`config.mk`:
```
export PLATFORM = sky130hd
export DESIGN_NAME = cache_arbiter_flat
export DESIGN_NICKNAME = d
export VERILOG_FILES = /design/src/rtl/cache_arbiter_if.sv /design/src/rtl/cache_arbiter.sv /design/src/flat_wrapper.sv
export SDC_FILE = /design/constraint.sdc
export NUM_CORES = 1
export LEC_CHECK = 0
export CORE_AREA = 2 2 537 539
export DETAILED_ROUTE_END_ITERATION = 16
export DIE_AREA = 0 0 539 541
export GPL_ROUTABILITY_DRIVEN = 1
export SETUP_SLACK_MARGIN = 0.1
export SLEW_MARGIN = 20
export SYNTH_ARGS = -nofsm -noshare
export SYNTH_HDL_FRONTEND = slang
export SYNTH_SLANG_ARGS = --single-unit
```
`constraint.sdc`:
```
create_clock -name clk -period 2.23 [get_ports clk]
set_input_delay 0.3345 -clock clk [delete_from_list [all_inputs] [get_ports clk]]
set_output_delay 0.3345 -clock clk [all_outputs]
set_load 0.01 [all_outputs]
```
`src/rtl/cache_arbiter_if.sv`:
```
// Line-port bundle between the two L1 caches, the arbiter and the cacheline
// adaptor. The slave modport is the arbiter's view; the master modport is
// the view of everything around it (both caches plus the adaptor).
interface cache_arbiter_if #(
  parameter int LINE_WIDTH = 256,
  parameter int ADDR_WIDTH = 32
);
  // I-cache side (read-only requester)
  logic [ADDR_WIDTH-1:0] i_pmem_address;
  logic                  i_pmem_read;
  logic [LINE_WIDTH-1:0] i_pmem_rdata;
  logic                  i_pmem_resp;

  // D-cache side (read and writeback)
  logic [ADDR_WIDTH-1:0] d_pmem_address;
  logic                  d_pmem_read;
  logic                  d_pmem_write;
  logic [LINE_WIDTH-1:0] d_pmem_wdata;
  logic [LINE_WIDTH-1:0] d_pmem_rdata;
  logic                  d_pmem_resp;

  // Adaptor side
  logic [ADDR_WIDTH-1:0] adp_address;
  logic                  adp_read;
  logic                  adp_write;
  logic [LINE_WIDTH-1:0] adp_wdata;
  logic [LINE_WIDTH-1:0] adp_rdata;
  logic                  adp_resp;

  modport slave (
    input  i_pmem_address, i_pmem_read,
    output i_pmem_rdata, i_pmem_resp,
    input  d_pmem_address, d_pmem_read, d_pmem_write, d_pmem_wdata,
    output d_pmem_rdata, d_pmem_resp,
    output adp_address, adp_read, adp_write, adp_wdata,
    input  adp_rdata, adp_resp
  );

  modport master (
    output i_pmem_address, i_pmem_read,
    input  i_pmem_rdata, i_pmem_resp,
    output d_pmem_address, d_pmem_read, d_pmem_write, d_pmem_wdata,
    input  d_pmem_rdata, d_pmem_resp,
    input  adp_address, adp_read, adp_write, adp_wdata,
    output adp_rdata, adp_resp
  );
endinterface

```
`src/rtl/cache_arbiter.sv`:
```
// Two-way arbiter sharing the single cacheline adaptor between the I-cache
// and the D-cache. One line transaction at a time, round-robin on ties, the
// granted request is latched and held until the adaptor responds, and the
// response is steered back to the owner only.
module cache_arbiter #(
  parameter int LINE_WIDTH = 256,
  parameter int ADDR_WIDTH = 32
) (
  input  logic            clk,
  input  logic            rst,
  cache_arbiter_if.slave  bus
);

  typedef enum logic [1:0] {
    IDLE   = 2'd0,
    I_BUSY = 2'd1,
    D_BUSY = 2'd2
  } state_e;

  typedef enum logic {
    GRANT_I = 1'b0,
    GRANT_D = 1'b1
  } grant_e;

  state_e                state_q, state_d;
  grant_e                last_grant_q, last_grant_d;
  logic [ADDR_WIDTH-1:0] adp_address_q, adp_address_d;
  logic                  adp_read_q, adp_read_d;
  logic                  adp_write_q, adp_write_d;
  logic [LINE_WIDTH-1:0] adp_wdata_q, adp_wdata_d;

  logic i_req;
  logic d_req;
  logic pick_d;
  logic i_done;
  logic d_done;

  // Request decode: D wins when it is alone or when I was served last.
  always_comb begin
    i_req  = bus.i_pmem_read;
    d_req  = bus.d_pmem_read | bus.d_pmem_write;
    pick_d = d_req && (!i_req || (last_grant_q == GRANT_I));
    i_done = (state_q == I_BUSY) && bus.adp_resp;
    d_done = (state_q == D_BUSY) && bus.adp_resp;
  end

  // Next-state and grant latching; the downstream request is frozen while busy.
  always_comb begin
    // NOTE: every variable gets a default first, so no path leaves it unassigned and no latch is inferred.
    state_d       = state_q;
    last_grant_d  = last_grant_q;
    adp_address_d = adp_address_q;
    adp_read_d    = adp_read_q;
    adp_write_d   = adp_write_q;
    adp_wdata_d   = adp_wdata_q;

    unique case (state_q)
      IDLE: begin
        if (pick_d) begin
          state_d       = D_BUSY;
          last_grant_d  = GRANT_D;
          adp_address_d = bus.d_pmem_address;
          adp_write_d   = bus.d_pmem_write;
          adp_read_d    = !bus.d_pmem_write;
          adp_wdata_d   = bus.d_pmem_wdata;
        end else if (i_req) begin
          state_d       = I_BUSY;
          last_grant_d  = GRANT_I;
          adp_address_d = bus.i_pmem_address;
          adp_write_d   = 1'b0;
          adp_read_d    = 1'b1;
          adp_wdata_d   = '0;
        end
      end
      I_BUSY, D_BUSY: begin
        if (bus.adp_resp) begin
          state_d     = IDLE;
          adp_read_d  = 1'b0;
          adp_write_d = 1'b0;
        end
      end
      default: begin
        state_d     = IDLE;
        adp_read_d  = 1'b0;
        adp_write_d = 1'b0;
      end
    endcase
  end

  // State and registered adaptor outputs with synchronous reset.
  always_ff @(posedge clk) begin
    // NOTE: sequential state uses non-blocking assignments so every flop samples pre-edge values.
    if (rst) begin
      // NOTE: the 256-bit wdata register is reset too, because the adaptor must see zero after reset.
      state_q       <= IDLE;
      last_grant_q  <= GRANT_I;
      adp_address_q <= '0;
      adp_read_q    <= 1'b0;
      adp_write_q   <= 1'b0;
      adp_wdata_q   <= '0;
    end else begin
      state_q       <= state_d;
      last_grant_q  <= last_grant_d;
      adp_address_q <= adp_address_d;
      adp_read_q    <= adp_read_d;
      adp_write_q   <= adp_write_d;
      adp_wdata_q   <= adp_wdata_d;
    end
  end

  assign bus.adp_address  = adp_address_q;
  assign bus.adp_read     = adp_read_q;
  assign bus.adp_write    = adp_write_q;
  assign bus.adp_wdata    = adp_wdata_q;

  // Zero-latency return path, visible only to the current owner.
  assign bus.i_pmem_resp  = i_done;
  assign bus.d_pmem_resp  = d_done;
  assign bus.i_pmem_rdata = i_done ? bus.adp_rdata : '0;
  assign bus.d_pmem_rdata = d_done ? bus.adp_rdata : '0;

endmodule

```
`src/flat_wrapper.sv`:
```
// flat-port wrapper written by rule: the top's interface ports become plain ports
module cache_arbiter_flat 
#(
  parameter int LINE_WIDTH = 256,
  parameter int ADDR_WIDTH = 32
)
  (clk, rst, bus_i_pmem_address, bus_i_pmem_read, bus_i_pmem_rdata, bus_i_pmem_resp, bus_d_pmem_address, bus_d_pmem_read, bus_d_pmem_write, bus_d_pmem_wdata, bus_d_pmem_rdata, bus_d_pmem_resp, bus_adp_address, bus_adp_read, bus_adp_write, bus_adp_wdata, bus_adp_rdata, bus_adp_resp);
  cache_arbiter_if #(.LINE_WIDTH(LINE_WIDTH), .ADDR_WIDTH(ADDR_WIDTH)) bus_i ();
  input  logic clk;
  input  logic rst;
  input wire logic [$bits(bus_i.i_pmem_address)-1:0] bus_i_pmem_address;
  input wire logic [$bits(bus_i.i_pmem_read)-1:0] bus_i_pmem_read;
  output wire logic [$bits(bus_i.i_pmem_rdata)-1:0] bus_i_pmem_rdata;
  output wire logic [$bits(bus_i.i_pmem_resp)-1:0] bus_i_pmem_resp;
  input wire logic [$bits(bus_i.d_pmem_address)-1:0] bus_d_pmem_address;
  input wire logic [$bits(bus_i.d_pmem_read)-1:0] bus_d_pmem_read;
  input wire logic [$bits(bus_i.d_pmem_write)-1:0] bus_d_pmem_write;
  input wire logic [$bits(bus_i.d_pmem_wdata)-1:0] bus_d_pmem_wdata;
  output wire logic [$bits(bus_i.d_pmem_rdata)-1:0] bus_d_pmem_rdata;
  output wire logic [$bits(bus_i.d_pmem_resp)-1:0] bus_d_pmem_resp;
  output wire logic [$bits(bus_i.adp_address)-1:0] bus_adp_address;
  output wire logic [$bits(bus_i.adp_read)-1:0] bus_adp_read;
  output wire logic [$bits(bus_i.adp_write)-1:0] bus_adp_write;
  output wire logic [$bits(bus_i.adp_wdata)-1:0] bus_adp_wdata;
  input wire logic [$bits(bus_i.adp_rdata)-1:0] bus_adp_rdata;
  input wire logic [$bits(bus_i.adp_resp)-1:0] bus_adp_resp;
  assign bus_i.i_pmem_address = bus_i_pmem_address;
  assign bus_i.i_pmem_read = bus_i_pmem_read;
  assign bus_i_pmem_rdata = bus_i.i_pmem_rdata;
  assign bus_i_pmem_resp = bus_i.i_pmem_resp;
  assign bus_i.d_pmem_address = bus_d_pmem_address;
  assign bus_i.d_pmem_read = bus_d_pmem_read;
  assign bus_i.d_pmem_write = bus_d_pmem_write;
  assign bus_i.d_pmem_wdata = bus_d_pmem_wdata;
  assign bus_d_pmem_rdata = bus_i.d_pmem_rdata;
  assign bus_d_pmem_resp = bus_i.d_pmem_resp;
  assign bus_adp_address = bus_i.adp_address;
  assign bus_adp_read = bus_i.adp_read;
  assign bus_adp_write = bus_i.adp_write;
  assign bus_adp_wdata = bus_i.adp_wdata;
  assign bus_i.adp_rdata = bus_adp_rdata;
  assign bus_i.adp_resp = bus_adp_resp;
  cache_arbiter #(.LINE_WIDTH(LINE_WIDTH), .ADDR_WIDTH(ADDR_WIDTH)) u_core (.clk(clk), .rst(rst), .bus(bus_i));
endmodule
```
==> impl_results.md <==
* Ys Warns at 0
* DP HPWL at ~200000 um
* DRT Wirelength at 239000 um
* CP max FO at 7
* Unique cell type count in the Yosys netlist at 28
* Routed len/inst at between 30 and 40 um
* Most frequent cells in the layout: clkdlybuf4s50_1 (869), and3_4 (385), dfxtp_1 (291), nor2_1 (290), buf_12 (267)
* Total Power at 24.8 mW
* Die H at about 540 um
* Crit start category: flip-flop
* Max Slew Vio Count at 0
* Data required, critical path at 1.90 ns
* Root Driver: clkbuf_16
* Die Wd at roughly 540 um
* Layout cells sized above 1 at a little under 40%
* Compound-gate portion of the synthesized area at a little under a fifth
* Hold Path Depth at 2
* XOR/XNOR Fraction of Synth Area at 0%
* Final Setup Violations at 510
* CTS tree: built
* Syn Inst Count at roughly 1700
* Clk buf depth at 3
* Critical path arrival at 2.22 ns
* Clock group share of total power at 24.9%
* Vias at roughly 23000
* Largest family of logic cells by synthesized area: simple AND/OR/NAND/NOR gates
* Leak pwr at between 15 and 20 nW
* Fin util at approximately 14%
* Worst path max stage delay at about 0.34 ns
* Total CTS buffers at 36
* Simple-Gate Fraction of Synth Area at between 30% and 40%
* IO Pins at between 1000 and 1500
* Minimum clock period at between 2 and 3 ns
* Crit Path Class: flip-flop to output port
* Cell Area, Synth at between 10000 and 15000 um^2
* Combinational power share at between 40% and 50%
* Yosys reg bits at just under 300
* Part of the power in registers at between 20% and 30%
* Gr ovfl total at 0
* Register area share after synthesis at between 40% and 50%
* Worst Hold Class: input port to flip-flop
* Status: finished with violations
* H-tree lvl count at 2
* GRT Total Usage at 15.3%
* Initial Utilization at between 4 and 5%
* Slowest cell on the critical path: dfxtp_2
* Die area at a little under 300000 um^2
* Failing checks: negative setup slack
* Row count at between 150 and 200
* Length of the first detailed-routing pass in iterations at 5
* Synth-to-layout area growth at 192%
* Reg2reg path depth at 7
* Setup ws final at -0.320 ns
* CORE AREA at around 290000 um^2
* Crit end category: output port
* Final Hold Vio Count at 0
* Synth Area in Adders at 0.265%
* DR vias/cell at around 3.2
* CP cell instances: buf_6 > ha_4 > buf_12 > buf_12 > buf_16 > clkbuf_16 > and3_4 > buf_12
* RSZ-0062 raised after global routing: yes
* DRC viols at 0
* Commonest non-fill, non-tap cell in the layout: clkdlybuf4s50_1
* Clock Sinks at between 200 and 300
* Max-cap violations at 0
* Switching power at just over 9 mW
* Initial DRC Count at between 1500 and 2000
* Worst-margin pin slew at between 0.5 and 0.6 ns
* Post-Syn Nets at around 2300
* Routed Antenna Nets at 0
* Switching part of the total power at 37.4%
* Int Pwr at 15.5 mW
* Clock Latency Late Sink at between 0.6 and 0.7 ns
* Clock Skew at 0.0385 ns
* Mean post-synth cell area at 8.22 um^2
* Period utilisation layout at 114%
* Largest net degree at the start of global routing at between 100 and 150
* Max IR drop VDD at ~0.00057 V
* Pwr Density at around 600 nW/um^2
* Nets at around 3800
* Initial antenna violation count at approximately 270
* Multiplexer share of the synthesized area at 0%
* First-pass GRT wire length at roughly 280000 um
* Final hold slack at approximately 0.14 ns
* Fmax at slightly below 0.4 GHz
* Routability cong. at around 1.1
* Max_slew headroom at 63.7%
* Filler instances at between 30000 and 40000
* Vias in the first global route at roughly 20000
* Most common cell on crit path: buf_12
* Port buffer count at around 1400
* Clock slew at reported path FFs at 0.09 ns
-- area by class of cell --
class                           count  area, um^2  area share (%)
Antenna cell                       88         220           0.533
Clock buffer                       50        1020            2.48
Clock inverter                     12         130           0.315
Inverter                            3        11.3          0.0272
Multi-Input combinational cell   1178        9260            22.4
Sequential cell                   293        5870            14.2
Tap cell                         3781        4730            11.4
Timing Repair Buffer             1686       20100            48.6
-- through the flow --
step | setup TNS [ns] | area [um^2] | setup WS [ns] | cells
after floorplan | 0 | 14200 | 0.617 | 1721
after global placement | -0.00270 | 35400 | -0.00270 | 6808
after detailed placement | 0 | 35400 | 0.00782 | 6808
after CTS | -133.44 | 38000 | -0.415 | 6947
after global routing | -131.71 | 41200 | -0.385 | 7040
final | -90.28 | 41300 | -0.320 | 7091
-- cells by family (layout without fill, tap and decap cells) --
group                      Yosys count  count (layout)
adders and majority gates            3               3
AOI/OAI and AO/OA                  300             300
and+or+nand+nor                    875             875
buffers and inverters              250            1751
other                                0              88
DFF                                293             293
-- metal layers --
metal / track usage, % / up-vias / share of wire, %
li1: - / 9547 / -
met1: 15.4 / 10900 / 34
met2: 24.7 / 1629 / 45
met3: 11.2 / 527 / 16
met4: 4.59 / 232 / 4.0
met5: 0.329 / - / 0.71
-- worst max-delay path: cells and delay by family (launching register included) --
| kind | cells | cell delay, ns |
|---|---|---|
| flops | 1 | 0.34 |
| simple gates | 1 | 0.21 |
| buf+inv | 6 | 0.84 |
| fa+ha+maj | 1 | 0.17 |
-- power by group through the flow --
stage	Clock, mW	Sequential (mW)	Combinational, mW
6_report	6.16	6.36	12.2
5_1_grt	6.53	6.43	12.7
4_1_cts	6.44	6.34	11.1
3_5_place_dp	0	6.44	9.82
3_3_place_gp	0	6.43	9.81
2_1_floorplan	0	6.71	2.99
-- synth_stat cells (all sizes together) --
| master | number | share of area (%) |
|---|---|---|
| o21ai | 1 | 0.035 |
| nor4b | 1 | 0.062 |
| o31a | 1 | 0.062 |
| a32oi | 256 | 16 |
| nand4 | 1 | 0.044 |
| a311oi | 32 | 2.0 |
| nor2 | 290 | 7.7 |
| ha | 3 | 0.27 |
| buf | 68 | 2.4 |
| and2 | 2 | 0.088 |
| a21oi | 1 | 0.035 |
| a2bb2oi | 1 | 0.11 |
| inv | 3 | 0.080 |
| and3 | 512 | 23 |
| nor2b | 1 | 0.044 |
| o2bb2ai | 1 | 0.062 |
| o32ai | 3 | 0.19 |
| o31ai | 1 | 0.15 |
| clkbuf | 179 | 4.8 |
| a21o | 1 | 0.053 |
| a22oi | 1 | 0.053 |
| dfxtp | 293 | 41 |
| nand2 | 65 | 1.7 |
| nand2b | 3 | 0.13 |
| o311ai | 1 | 0.062 |
-- flip-flops by register name, indices dropped and copies added (netlist names) --
signal and cells:
u_core.state_q 2, u_core.bus.adp_wdata 256, u_core.bus.adp_read 1, u_core.last_grant_q 1, u_core.bus.adp_address 32, u_core.bus.adp_write 1
-- final timing paths --
kind	start	end	slack, ns
setup / recovery	u_core.state_q[0]	bus_i_pmem_rdata[177]	-0.32
hold / removal	rst	u_core.bus.adp_wdata[249]	0.14
setup reg to reg	u_core.state_q[1]	u_core.bus.adp_wdata[137]	0.30
hold reg to reg	u_core.bus.adp_read	u_core.bus.adp_read	0.48
-- repair_timing --
action                     in CTS  in global routing
hold endpoints to repair        0                  0
hold buffers                    0                  0
gates resized for setup      1228                604
cloned                         28                 38
setup endpoints to repair     534                520
buffers inserted               49                 34
pin swaps                      30                 24
(Power assumes the default switching activity.)
